## src/rtl/stream_to_ram_wr.sv

```systemverilog
// Byte stream to ping-pong RAM writer: fills one half of a RAM at a time and
// hands each committed bank to a reader, stalling while both banks are full.
module stream_to_ram_wr #(
  parameter int ADDR_WIDTH = 10,
  parameter int DATA_WIDTH = 8
) (
  input  logic                  clk,
  input  logic                  rst_n,
  input  logic [DATA_WIDTH-1:0] s_data,
  input  logic                  s_valid,
  input  logic                  s_last,
  output logic                  s_ready,
  output logic [DATA_WIDTH-1:0] wr_data,
  output logic [ADDR_WIDTH-1:0] wr_addr,
  output logic                  wr_en,
  output logic                  buf_done,
  output logic                  buf_sel,
  output logic [ADDR_WIDTH-1:0] buf_len,
  input  logic [1:0]            buf_release,
  output logic [1:0]            buf_full
);

  localparam int HALF_DEPTH = 2 ** (ADDR_WIDTH - 1);
  localparam int PW         = ADDR_WIDTH - 1;

  localparam logic [1:0] ST_IDLE = 2'd0;
  localparam logic [1:0] ST_FILL = 2'd1;
  localparam logic [1:0] ST_WAIT = 2'd2;

  logic [1:0]            state_q, state_d;
  logic                  wbank_q, wbank_d;
  logic [PW-1:0]         ptr_q, ptr_d;
  logic [1:0]            buf_full_q, buf_full_d;
  logic                  wr_en_q, wr_en_d;
  logic [DATA_WIDTH-1:0] wr_data_q, wr_data_d;
  logic [ADDR_WIDTH-1:0] wr_addr_q, wr_addr_d;
  logic                  close_pend_q, close_pend_d;
  logic                  close_sel_q, close_sel_d;
  logic [ADDR_WIDTH-1:0] close_len_q, close_len_d;
  logic                  buf_done_q, buf_done_d;
  logic                  buf_sel_q, buf_sel_d;
  logic [ADDR_WIDTH-1:0] buf_len_q, buf_len_d;

  logic accept;
  logic close;

  assign s_ready = (state_q != ST_WAIT);
  assign accept  = s_valid && s_ready;
  assign close   = accept && (s_last || (ptr_q == PW'(HALF_DEPTH - 1)));

  // Handshake: a byte moves when s_valid and s_ready are both high on a
  // rising edge; s_ready depends only on registered state.
  always_comb begin
    state_d      = state_q;
    wbank_d      = wbank_q;
    ptr_d        = ptr_q;
    buf_full_d   = buf_full_q & ~buf_release;
    wr_en_d      = accept;
    wr_data_d    = accept ? s_data : wr_data_q;
    wr_addr_d    = accept ? {wbank_q, ptr_q} : wr_addr_q;
    close_pend_d = close;
    close_sel_d  = close ? wbank_q : close_sel_q;
    close_len_d  = close ? ({1'b0, ptr_q} + ADDR_WIDTH'(1)) : close_len_q;
    buf_done_d   = close_pend_q;
    buf_sel_d    = close_pend_q ? close_sel_q : buf_sel_q;
    buf_len_d    = close_pend_q ? close_len_q : buf_len_q;

    if (close) begin
      // Release is applied first so a close always leaves its own bank full.
      buf_full_d[wbank_q] = 1'b1;
      wbank_d             = ~wbank_q;
      ptr_d               = '0;
      state_d             = buf_full_d[wbank_d] ? ST_WAIT : ST_IDLE;
    end else if (accept) begin
      ptr_d   = ptr_q + PW'(1);
      state_d = ST_FILL;
    end else if ((state_q == ST_WAIT) && !buf_full_q[wbank_q]) begin
      state_d = ST_IDLE;
    end
  end

  always_ff @(posedge clk or negedge rst_n) begin
    if (!rst_n) begin
      state_q      <= ST_IDLE;
      wbank_q      <= 1'b0;
      ptr_q        <= '0;
      buf_full_q   <= 2'b00;
      wr_en_q      <= 1'b0;
      wr_data_q    <= '0;
      wr_addr_q    <= '0;
      close_pend_q <= 1'b0;
      close_sel_q  <= 1'b0;
      close_len_q  <= '0;
      buf_done_q   <= 1'b0;
      buf_sel_q    <= 1'b0;
      buf_len_q    <= '0;
    end else begin
      state_q      <= state_d;
      wbank_q      <= wbank_d;
      ptr_q        <= ptr_d;
      buf_full_q   <= buf_full_d;
      wr_en_q      <= wr_en_d;
      wr_data_q    <= wr_data_d;
      wr_addr_q    <= wr_addr_d;
      close_pend_q <= close_pend_d;
      close_sel_q  <= close_sel_d;
      close_len_q  <= close_len_d;
      buf_done_q   <= buf_done_d;
      buf_sel_q    <= buf_sel_d;
      buf_len_q    <= buf_len_d;
    end
  end

  assign wr_en    = wr_en_q;
  assign wr_data  = wr_data_q;
  assign wr_addr  = wr_addr_q;
  assign buf_done = buf_done_q;
  assign buf_sel  = buf_sel_q;
  assign buf_len  = buf_len_q;
  assign buf_full = buf_full_q;

endmodule

```

## config.mk

```make
export PLATFORM = sky130hd
export DESIGN_NAME = stream_to_ram_wr
export DESIGN_NICKNAME = d
export VERILOG_FILES = /design/src/rtl/stream_to_ram_wr.sv
export SDC_FILE = /design/constraint.sdc
export NUM_CORES = 1
export LEC_CHECK = 0
export ABC_AREA = 1
export CAP_MARGIN = 20
export CORE_MARGIN = 2
export CORE_UTILIZATION = 23
export DETAILED_ROUTE_END_ITERATION = 10
export PLACE_DENSITY_LB_ADDON = 0.1
export SLEW_MARGIN = 20
export SYNTH_ARGS = -nofsm -noshare
export SYNTH_HDL_FRONTEND = slang
export SYNTH_SLANG_ARGS = --single-unit
```

## constraint.sdc

```tcl
create_clock -name clk -period 5.3 [get_ports clk]
set_clock_uncertainty 0.05 [all_clocks]
set_input_delay 1.06 -clock clk [delete_from_list [all_inputs] [get_ports clk]]
set_output_delay 1.06 -clock clk [all_outputs]
set_load 0.01 [all_outputs]
```

==> results of run 1 <==
==> logic make-up after synthesis <==
logic type                 synth area share (%)
AOI/OAI and AO/OA                          5.33
xor gates and xnor gates                  0.373
adders and majority gates                  1.07
buffers and inverters                      5.28
DFF                                        60.8
muxes                                      5.28
and+or+nand+nor                            21.9
==> worst min-delay path, delay by kind of cell, from the launching register on <==
kind,cells,cell delay [ps]
simple gates,2,110
flops,1,350
==> registers in the layout, summed over array words and instances (netlist names) <==
| name | cells |
|---|---|
| wbank_q | 1 |
| buf_done_d | 1 |
| state_q | 2 |
| wr_addr | 10 |
| ptr_q | 9 |
| buf_done | 1 |
| buf_len | 10 |
| wr_data | 8 |
| close_sel_q | 1 |
| buf_sel | 1 |
| buf_full | 2 |
| wr_en | 1 |
| close_len_q | 10 |
==> power by group <==
part / leakage, nW / internal, mW / total, mW / switching (mW)
sequential: 0.753 / 0.490 / 0.528 / 0.0382
combinational: 0.626 / 0.102 / 0.196 / 0.0943
clock: 0.120 / 0.324 / 0.501 / 0.176
==> cell usage in the layout (no fill, tap or decap), types with 2 or more instances in the layout <==
| cell | synthesis | final |
|---|---|---|
| mux2_2 | 11 | 11 |
| inv_2 | 2 | 2 |
| ha_1 | 2 | 2 |
| dfrtp_1 | 57 | 57 |
| nor3_1 | 2 | 2 |
| o21ai_0 | 17 | 17 |
| nand3_1 | 12 | 12 |
| bufinv_16 | 0 | 3 |
| inv_1 | 15 | 15 |
| clkbuf_8 | 0 | 10 |
| nor2_4 | 2 | 2 |
| clkdlybuf4s50_1 | 0 | 46 |
| nand2_1 | 89 | 89 |
| nor2_1 | 8 | 8 |
==> layer usage <==
metal / GRT usage (%) / vias up
li1: - / 849
met1: 13.2 / 788
met2: 14.0 / 59
met3: 4.05 / 10
met4: 5.43 / 0
met5: 0 / -
==> area by class of cell <==
class,count,area [um^2],area share (%)
clock buffers,11,141,4.45
clock inverters,5,103,3.23
inverters,18,70.1,2.21
multi-input cells,153,797,25.1
flip-flops and latches,57,1430,44.9
well taps,133,166,5.24
repair buffers,48,473,14.9
==> final timing paths <==
path | startpoint | to | cells after the start
max | state_q[1] | s_ready | 2
min | close_sel_q | close_sel_q | 2
max reg2reg | ptr_q[0] | ptr_q[5] | 11
min reg2reg | close_sel_q | close_sel_q | 2
max in group asynchronous | rst_n | buf_len[6] | 2
min in group asynchronous | rst_n | wr_addr[9] | 2
==> through the flow <==
stage | area, um^2 | hold WS, ps | util, % | worst slack, ps
CTS | 3180 | 433 | 32.4 | 2760
global placement | 2930 | 418 | 29.9 | 2810
finish | 3180 | 432 | 32.4 | 2790
detailed placement | 2930 | 414 | 29.9 | 2770
floorplan | 2350 | 327 | - | 3540
global route | 3180 | 451 | 32.4 | 2740
==> results.md, run 1 <==
* Status: complete, no violations
* Met3 wire length at 341 um
* Die Y at 105 um
* DP Wirelength at 3440 um
* Share of layout cells above drive strength 1 at 13.0%
* Final non-filler cell total at 425
* Vias at 1706
* Final WL at 5130 um
* Syn. warnings at 0
* Synthesized Nets at 251
* Cell Area, Synth at 2350 um^2
* Syn-to-layout area delta at 35.3%
* Yosys top cell by area: dfrtp_1
* Slowest stage cell, crit path: clkdlybuf4s50_1
* Core ar. at 9820 um^2
* Relative slew slack at 50.9%
* Top-area cell type share of the netlist area at 60.8%
* EDFF count, synth at 0
* Antenna-violating nets left at 0
* Bufs and invs on worst path at 1
* CP peak stage delay at 540 ps
* Max-cap violation count at 0
* Post-CTS Setup Bufs at 0
* Crit-path cells: nand2_4 -> clkdlybuf4s50_1
* CTS Sinks at 57
* CTS tree: done
* Yosys cell types at 24
* Worst R2R Setup Slack at 3220 ps
* Crit Path Class: reg2out
* Synth area leaders: dfrtp_1 (61%), nand2_1 (14%), mux2_2 (5.3%), o21ai_0 (3.6%), nand3_1 (2.6%)
* CTS Buffer Depth at 2
* GRT overflow at 0
* CTS Hold Bufs at 0
* Fillers at 1088
* Critical Path AT at 1400 ps
* Primary FF master, synth: dfrtp_1
* DIE WIDTH at 105 um
* ANT cells at 0
* Actual slew at the worst max-slew pin at 737 ps
* Cell family contributing the most delay on the critical path: buffers and inverters
* Worst hold path type: reg2reg
* Row count at 36
* Nets at 303
* Placed cell count at 409
* Wire length per cell at 12.1 um
* Count of pins over their slew limit at 0
* CP Launch Type: register
* CTS clock-pin slew for the worst setup and hold paths at 70 ps
* Depth of the CTS H-tree at 3
* Die area at 11000 um^2
* Top-count cell post-synth: nand2_1
* Power density over the cells at 386 nW/um^2
* Total GRT Usage at 10.0%
* Crit path max fanout at 3
* Setup crit end kind: output port
* Worst skew pair latency at 340 ps
* Crit path required time at 4190 ps
* Leakage Power at 1.50 nW
* # resized after CTS at 0
* Syn Area/Cell at 9.99 um^2
* GP Congestion at 0.741
* Post-synth top cells: nand2_1 (89), dfrtp_1 (57), o21ai_0 (17)
* Initial antenna violation count at 0
* Sequential area share after synthesis at 60.8%
* Io pins at 48
* DRC Markers at 0
* CTS Buf Count at 9
* PnR Total Power at 1.22 mW
* Async S/R FF share, synth at 100%
* Number of port buffers at 47
* Cell count after synthesis at 235
* 1st-iter DRT viols at 54
* Final setup violation count at 0
* Pin count of the biggest net entering global routing at 58
* Peak VDD IR at 0.000124 V
* Final period utilization at 47.4%
* Vias in the first global route at 1648
* Top sig layer: met4
* Flops & latches, synth at 57
* DR WL met2 at 2170 um
* Final Critical Period at 2510 ps
* Hold Vio Cnt, Final at 0
* Post-Route M1 WL at 2490 um
* Global-route wire length before repair at 8400 um
* RSZ-0062 raised after global routing: no
* Max Freq at 398 MHz
* Starting Density at 23.9%
* CTS root buffer: clkbuf_8
* Via/cell ratio at 4.01
* Setup TNS at 0 ps
* Drt pass-1 iters at 4
Power figures use the tool's default switching activity.
==> inputs of run 2 (changes only) <==
- clock period: 5.3 -> 2.4 ns (I/O delays scaled with it)
==> run 2 against run 1 <==
Total power increased by 100%. Worst setup slack got worse by 2400 ps. Clock-buffer cell count increased by 3. Register-to-register slack got worse by 2800 ps. Non-clock buffer count unchanged. Via count decreased by 0.82%. Global-route usage increased by 0.30 points. Flip-flop and latch count unchanged. Critical path type is now reg2reg. Critical endpoint is now ptr_q[6]. Largest cell class unchanged. Largest power group unchanged.
==> results.md, run 2 (synthesis gave the netlist of run 1 again) <==
* Status: complete, no violations
* Relative slew slack at 66.9%
* DP Wirelength at 3520 um
* Final setup violation count at 0
* CP endpoint: ptr_q[6]
* Crit path max fanout at 7
* DIE WIDTH at 105 um
* Initial antenna violation count at 0
* Die Y at 105 um
* Starting Density at 23.9%
* Core ar. at 9820 um^2
* CTS root buffer: clkbuf_8
* GRT overflow at 0
* Slowest stage cell, crit path: dfrtp_1
* Final WL at 5190 um
* Power density over the cells at 784 nW/um^2
* Fin Hold WS at 88.3 ps
* Global-route wire length before repair at 8770 um
* R2r startpoint: ptr_q[0]
* DRC Markers at 0
* Setup crit end kind: register
* Row count at 36
* Nets at 303
* Leakage Power at 1.49 nW
* Share of layout cells above drive strength 1 at 13.0%
* GP Congestion at 0.787
* Register area at 1430 um^2
* CTS tree: done
* Wire length per cell at 12.2 um
* # resized after CTS at 0
* Final non-filler cell total at 425
* Post-CTS Setup Bufs at 0
* CTS Sinks at 57
* Drt pass-1 iters at 4
* Vias at 1692
* Worst R2R Setup Slack at 390 ps
* Worst skew pair latency at 330 ps
* Die area at 11000 um^2
* Crit path required time at 2620 ps
* Setup TNS at 0 ps
* Total GRT Usage at 10.3%
* ANT cells at 0
* Final period utilization at 83.7%
* Number of port buffers at 47
* Worst hold path type: in2async
* CP peak stage delay at 430 ps
* Crit path from: ptr_q[0]
* Final Util at 32.0%
* Critical Path AT at 2230 ps
* Commonest non-fill, non-tap cell in the layout: nand2_1
* CTS Buf Count at 9
* Commonest non-fill, non-tap cells in the layout: nand2_1 (89), dfrtp_1 (57), clkdlybuf4s50_1 (46)
* Peak VDD IR at 0.000274 V
* CTS Hold Bufs at 0
* Crit Path Class: reg2reg
* RSZ-0062 raised after global routing: no
* Count of pins over their slew limit at 0
* Vias in the first global route at 1716
* Multi-input logic area at 797 um^2
* Antenna-violating nets left at 0
* FF-to-FF End: ptr_q[6]
* Final Critical Period at 2010 ps
* 1st-iter DRT viols at 85
* Pin count of the biggest net entering global routing at 58
* Placed cell count at 409
* CTS clock-pin slew for the worst setup and hold paths at 60 ps
* Crit-path cells: ha_1 -> nand2_1 -> inv_1 -> nand3_1 -> nor2_1 -> ha_1 -> nor2_4 -> inv_1 -> nor2_4 -> nand3_1 -> nand2_1
* CP Launch Type: register
* CTS Buffer Depth at 2
* Via/cell ratio at 3.98
* Hold Vio Cnt, Final at 0
* Fillers at 1065
* Io pins at 48
* Syn-to-layout area delta at 33.7%
* Max Freq at 498 MHz
* FF-to-FF path depth at 11
* Actual slew at the worst max-slew pin at 497 ps
* Max-cap violation count at 0
* Depth of the CTS H-tree at 3
-- run 2: cell count changes in the layout (fill, tap and decap cells not counted) --
cell	delta
buf_12	+1
buf_4	-1
bufinv_16	-3
clkbuf_8	+3
clkinv_2	+1
clkinvlp_4	-1
-- run 2: stage by stage --
step | total power [mW] | setup WS (ps) | instance area [um^2]
final | 2.46 | 391 | 3140
after global routing | 2.61 | 185 | 3140
after CTS | 2.51 | 387 | 3140
after detailed placement | 1.63 | 396 | 2950
after global placement | 1.63 | 378 | 2950
after floorplan | 1.39 | 640 | 2350
-- run 2: area by class of cell --
| cell class | count | area share (%) |
|---|---|---|
| multi-input cells | 153 | 25.4 |
| well taps | 133 | 5.30 |
| repair buffers | 48 | 15.5 |
| clock inverters | 2 | 0.319 |
| clock buffers | 14 | 5.82 |
| flip-flops and latches | 57 | 45.5 |
| inverters | 18 | 2.23 |
-- run 2: worst min-delay path by stage --
stage	startpoint	to	slack (ps)	cells after the start
global route	rst_n	wr_data[0]	100	2
detailed placement	close_len_q[2]	close_len_q[2]	410	2
finish	rst_n	wr_addr[9]	90	2
floorplan	rst_n	buf_done	130	0
global placement	close_len_q[2]	close_len_q[2]	410	2
CTS	rst_n	wr_data[0]	100	2
-- run 2: per-layer routing --
layer,vias to the layer above,part of all wire (%),track usage (%)
met5,-,0,0
met4,0,2.7,5.52
met1,778,50,14.0
met3,10,6.3,3.74
li1,856,-,-
met2,48,41,14.2
-- run 2: report_power, final --
part / total [mW] / switching (mW) / internal, mW
combinational: 0.441 / 0.213 / 0.228
clock: 0.859 / 0.374 / 0.485
sequential: 1.16 / 0.0790 / 1.08
total: 2.46 / 0.667 / 1.79
-- run 2: worst max-delay path, delay by kind of cell (launching register included) --
| kind | cells | cell delay [ps] |
|---|---|---|
| simple gates | 7 | 860 |
| fa+ha+maj | 2 | 440 |
| flops | 1 | 430 |
| buf+inv | 2 | 180 |
==> inputs of run 3 (changes only) <==
- clock period: 2.4 -> 1.95 ns (I/O delays scaled with it)
==> run 3 against run 2 <==
Clock-buffer cell count is 3 lower. First-iteration DRC count is 25% lower. Cell count increased by 2.6%. Hold slack improved by 330 ps. Critical path type is now reg2out. Critical endpoint is now s_ready.
==> results.md, run 3 (synthesis gave the netlist of run 1 again) <==
* Status: complete, no violations
* Core ar. at 9820 um^2
* RSZ-0062 raised after global routing: no
* Busiest grt layer: met2
* Final WL at 5370 um
* CTS Buf Count at 9
* Global-route wire length before repair at 9110 um
* Bufs and invs on worst path at 1
* Hold Crit Start: close_len_q[2]
* Sw Ratio at 24.3%
* Slowest stage cell, crit path: clkdlybuf4s50_1
* Crit path required time at 1510 ps
* ANT cells at 0
* Share of layout cells above drive strength 1 at 17.5%
* Post-route cell area at 3340 um^2
* Worst skew pair latency at 330 ps
* CTS Sinks at 57
* Number of port buffers at 47
* Final Critical Period at 1840 ps
* Commonest non-fill, non-tap cell in the layout: nand2_1
* Setup TNS at 0 ps
* Met1 usage at 14.6%
* CTS Buffer Depth at 2
* Cell-internal power at 2.69 mW
* Antenna-violating nets left at 0
* Total GRT Usage at 10.8%
* Power density over the cells at 1070 nW/um^2
* FF-to-FF path depth at 11
* Relative slew slack at 67.3%
* CP Launch Type: register
* Syn-to-layout area delta at 42.3%
* Combinational share of power at 16.7%
* DRC Markers at 0
* Initial antenna violation count at 0
* Leakage Power at 1.58 nW
* Placed cell count at 414
* Setup crit end kind: output port
* Met3 Usage GRT at 3.81%
* Max Freq at 545 MHz
* 1st-iter DRT viols at 64
* Row count at 36
* CTS tree: done
* Clk pwr share at 43.3%
* Die Y at 105 um
* Hold Vio Cnt, Final at 0
* Wire length per cell at 12.3 um
* CP peak stage delay at 540 ps
* Cell family contributing the most delay on the critical path: buffers and inverters
* Commonest non-fill, non-tap cells in the layout: nand2_1 (89), dfrtp_1 (57), clkdlybuf4s50_1 (46)
* Drt pass-1 iters at 4
* Pre-CTS setup slack at 59.6 ps
* Crit path max fanout at 3
* Final worst slack at 115 ps
* Die area at 11000 um^2
* Starting Density at 23.9%
* Crit Path Class: reg2out
* DP Wirelength at 3710 um
* Worst hold path type: reg2reg
* GP Congestion at 0.786
* Final period utilization at 94.1%
* Actual slew at the worst max-slew pin at 490 ps
* Final setup violation count at 0
* Switching pwr at 867 uW
* Critical Path AT at 1400 ps
* GR Layer Usage met2 at 15.0%
* Power share of the sequential group at 40.0%
* Hold path depth at 2
* Count of pins over their slew limit at 0
* Worst R2R Setup Slack at 140 ps
* CTS root buffer: clkbuf_8
* Depth of the CTS H-tree at 3
* Pin count of the biggest net entering global routing at 25
* Max-cap violation count at 0
* DP Area at 3000 um^2
* Final Util at 34.0%
* PnR Total Power at 3.56 mW
* Worst Hold End: close_len_q[2]
* Crit-path cells: nand2_4 -> clkdlybuf4s50_1
* FF-to-FF End: ptr_q[5]
* Io pins at 48
* Vias at 1713
* Via/cell ratio at 3.93
* CTS clock-pin slew for the worst setup and hold paths at 70 ps
* Vias in the first global route at 1782
* Peak VDD IR at 0.000406 V
* R2r startpoint: ptr_q[0]
* GRT overflow at 0
* Fin Hold WS at 422 ps
* DIE WIDTH at 105 um
* Final non-filler cell total at 436
* Fillers at 1045
* Nets at 314
[run 3: changes by cell type in the layout (fill, tap and decap cells not counted), moves of 2 or more]
cell       previous run  this run
bufinv_16             0         4
clkbuf_8             13        11
buf_4                 0         8
inv_2                 2         4
buf_12                1         3
inv_1                15        13
[run 3: layer usage]
metal	vias up	share of wire, %
li1	874	-
met1	792	50
met2	43	43
met3	4	5.1
met4	0	1.3
met5	-	0
[run 3: what timing repair did]
item,in CTS,in global routing
endpoints found under the setup margin,0,19
buffers inserted,0,5
resized for setup,0,4
hold buffers,1,0
hold endpoints to repair,16,0
[run 3: worst max path at each step]
stage                           from  endpoint  slack (ps)  depth (start not counted)
after global placement      ptr_q[1]  ptr_q[2]         110                         11
after detailed placement    ptr_q[0]  ptr_q[5]          60                         11
after CTS                   ptr_q[0]  ptr_q[5]          40                         11
after global routing        ptr_q[0]  ptr_q[4]           8                         11
final                     state_q[1]   s_ready         110                          2
after floorplan             ptr_q[0]  ptr_q[5]         190                         11
[run 3: area by class of cell]
type	instances	area, um^2	area share (%)
multi-input combinational	153	805	24.1
inverter	18	70.1	2.10
timing repair buffer	59	596	17.8
clock inverter	5	125	3.75
clock buffer	11	151	4.53
sequential	57	1430	42.7
tap	133	166	4.98
[run 3: power by group through the flow]
stage | Sequential (mW) | Combinational [mW] | Clock [mW]
floorplan | 1.47 | 0.230 | 0
global placement | 1.45 | 0.583 | 0
detailed placement | 1.44 | 0.583 | 0
CTS | 1.43 | 0.589 | 1.58
global route | 1.45 | 0.663 | 1.64
finish | 1.42 | 0.594 | 1.54
[run 3: worst min-delay path: cells and delay by family, from the launching register on]
| kind | cells | cell delay (ps) |
|---|---|---|
| DFF | 1 | 340 |
| and+or+nand+nor | 2 | 100 |
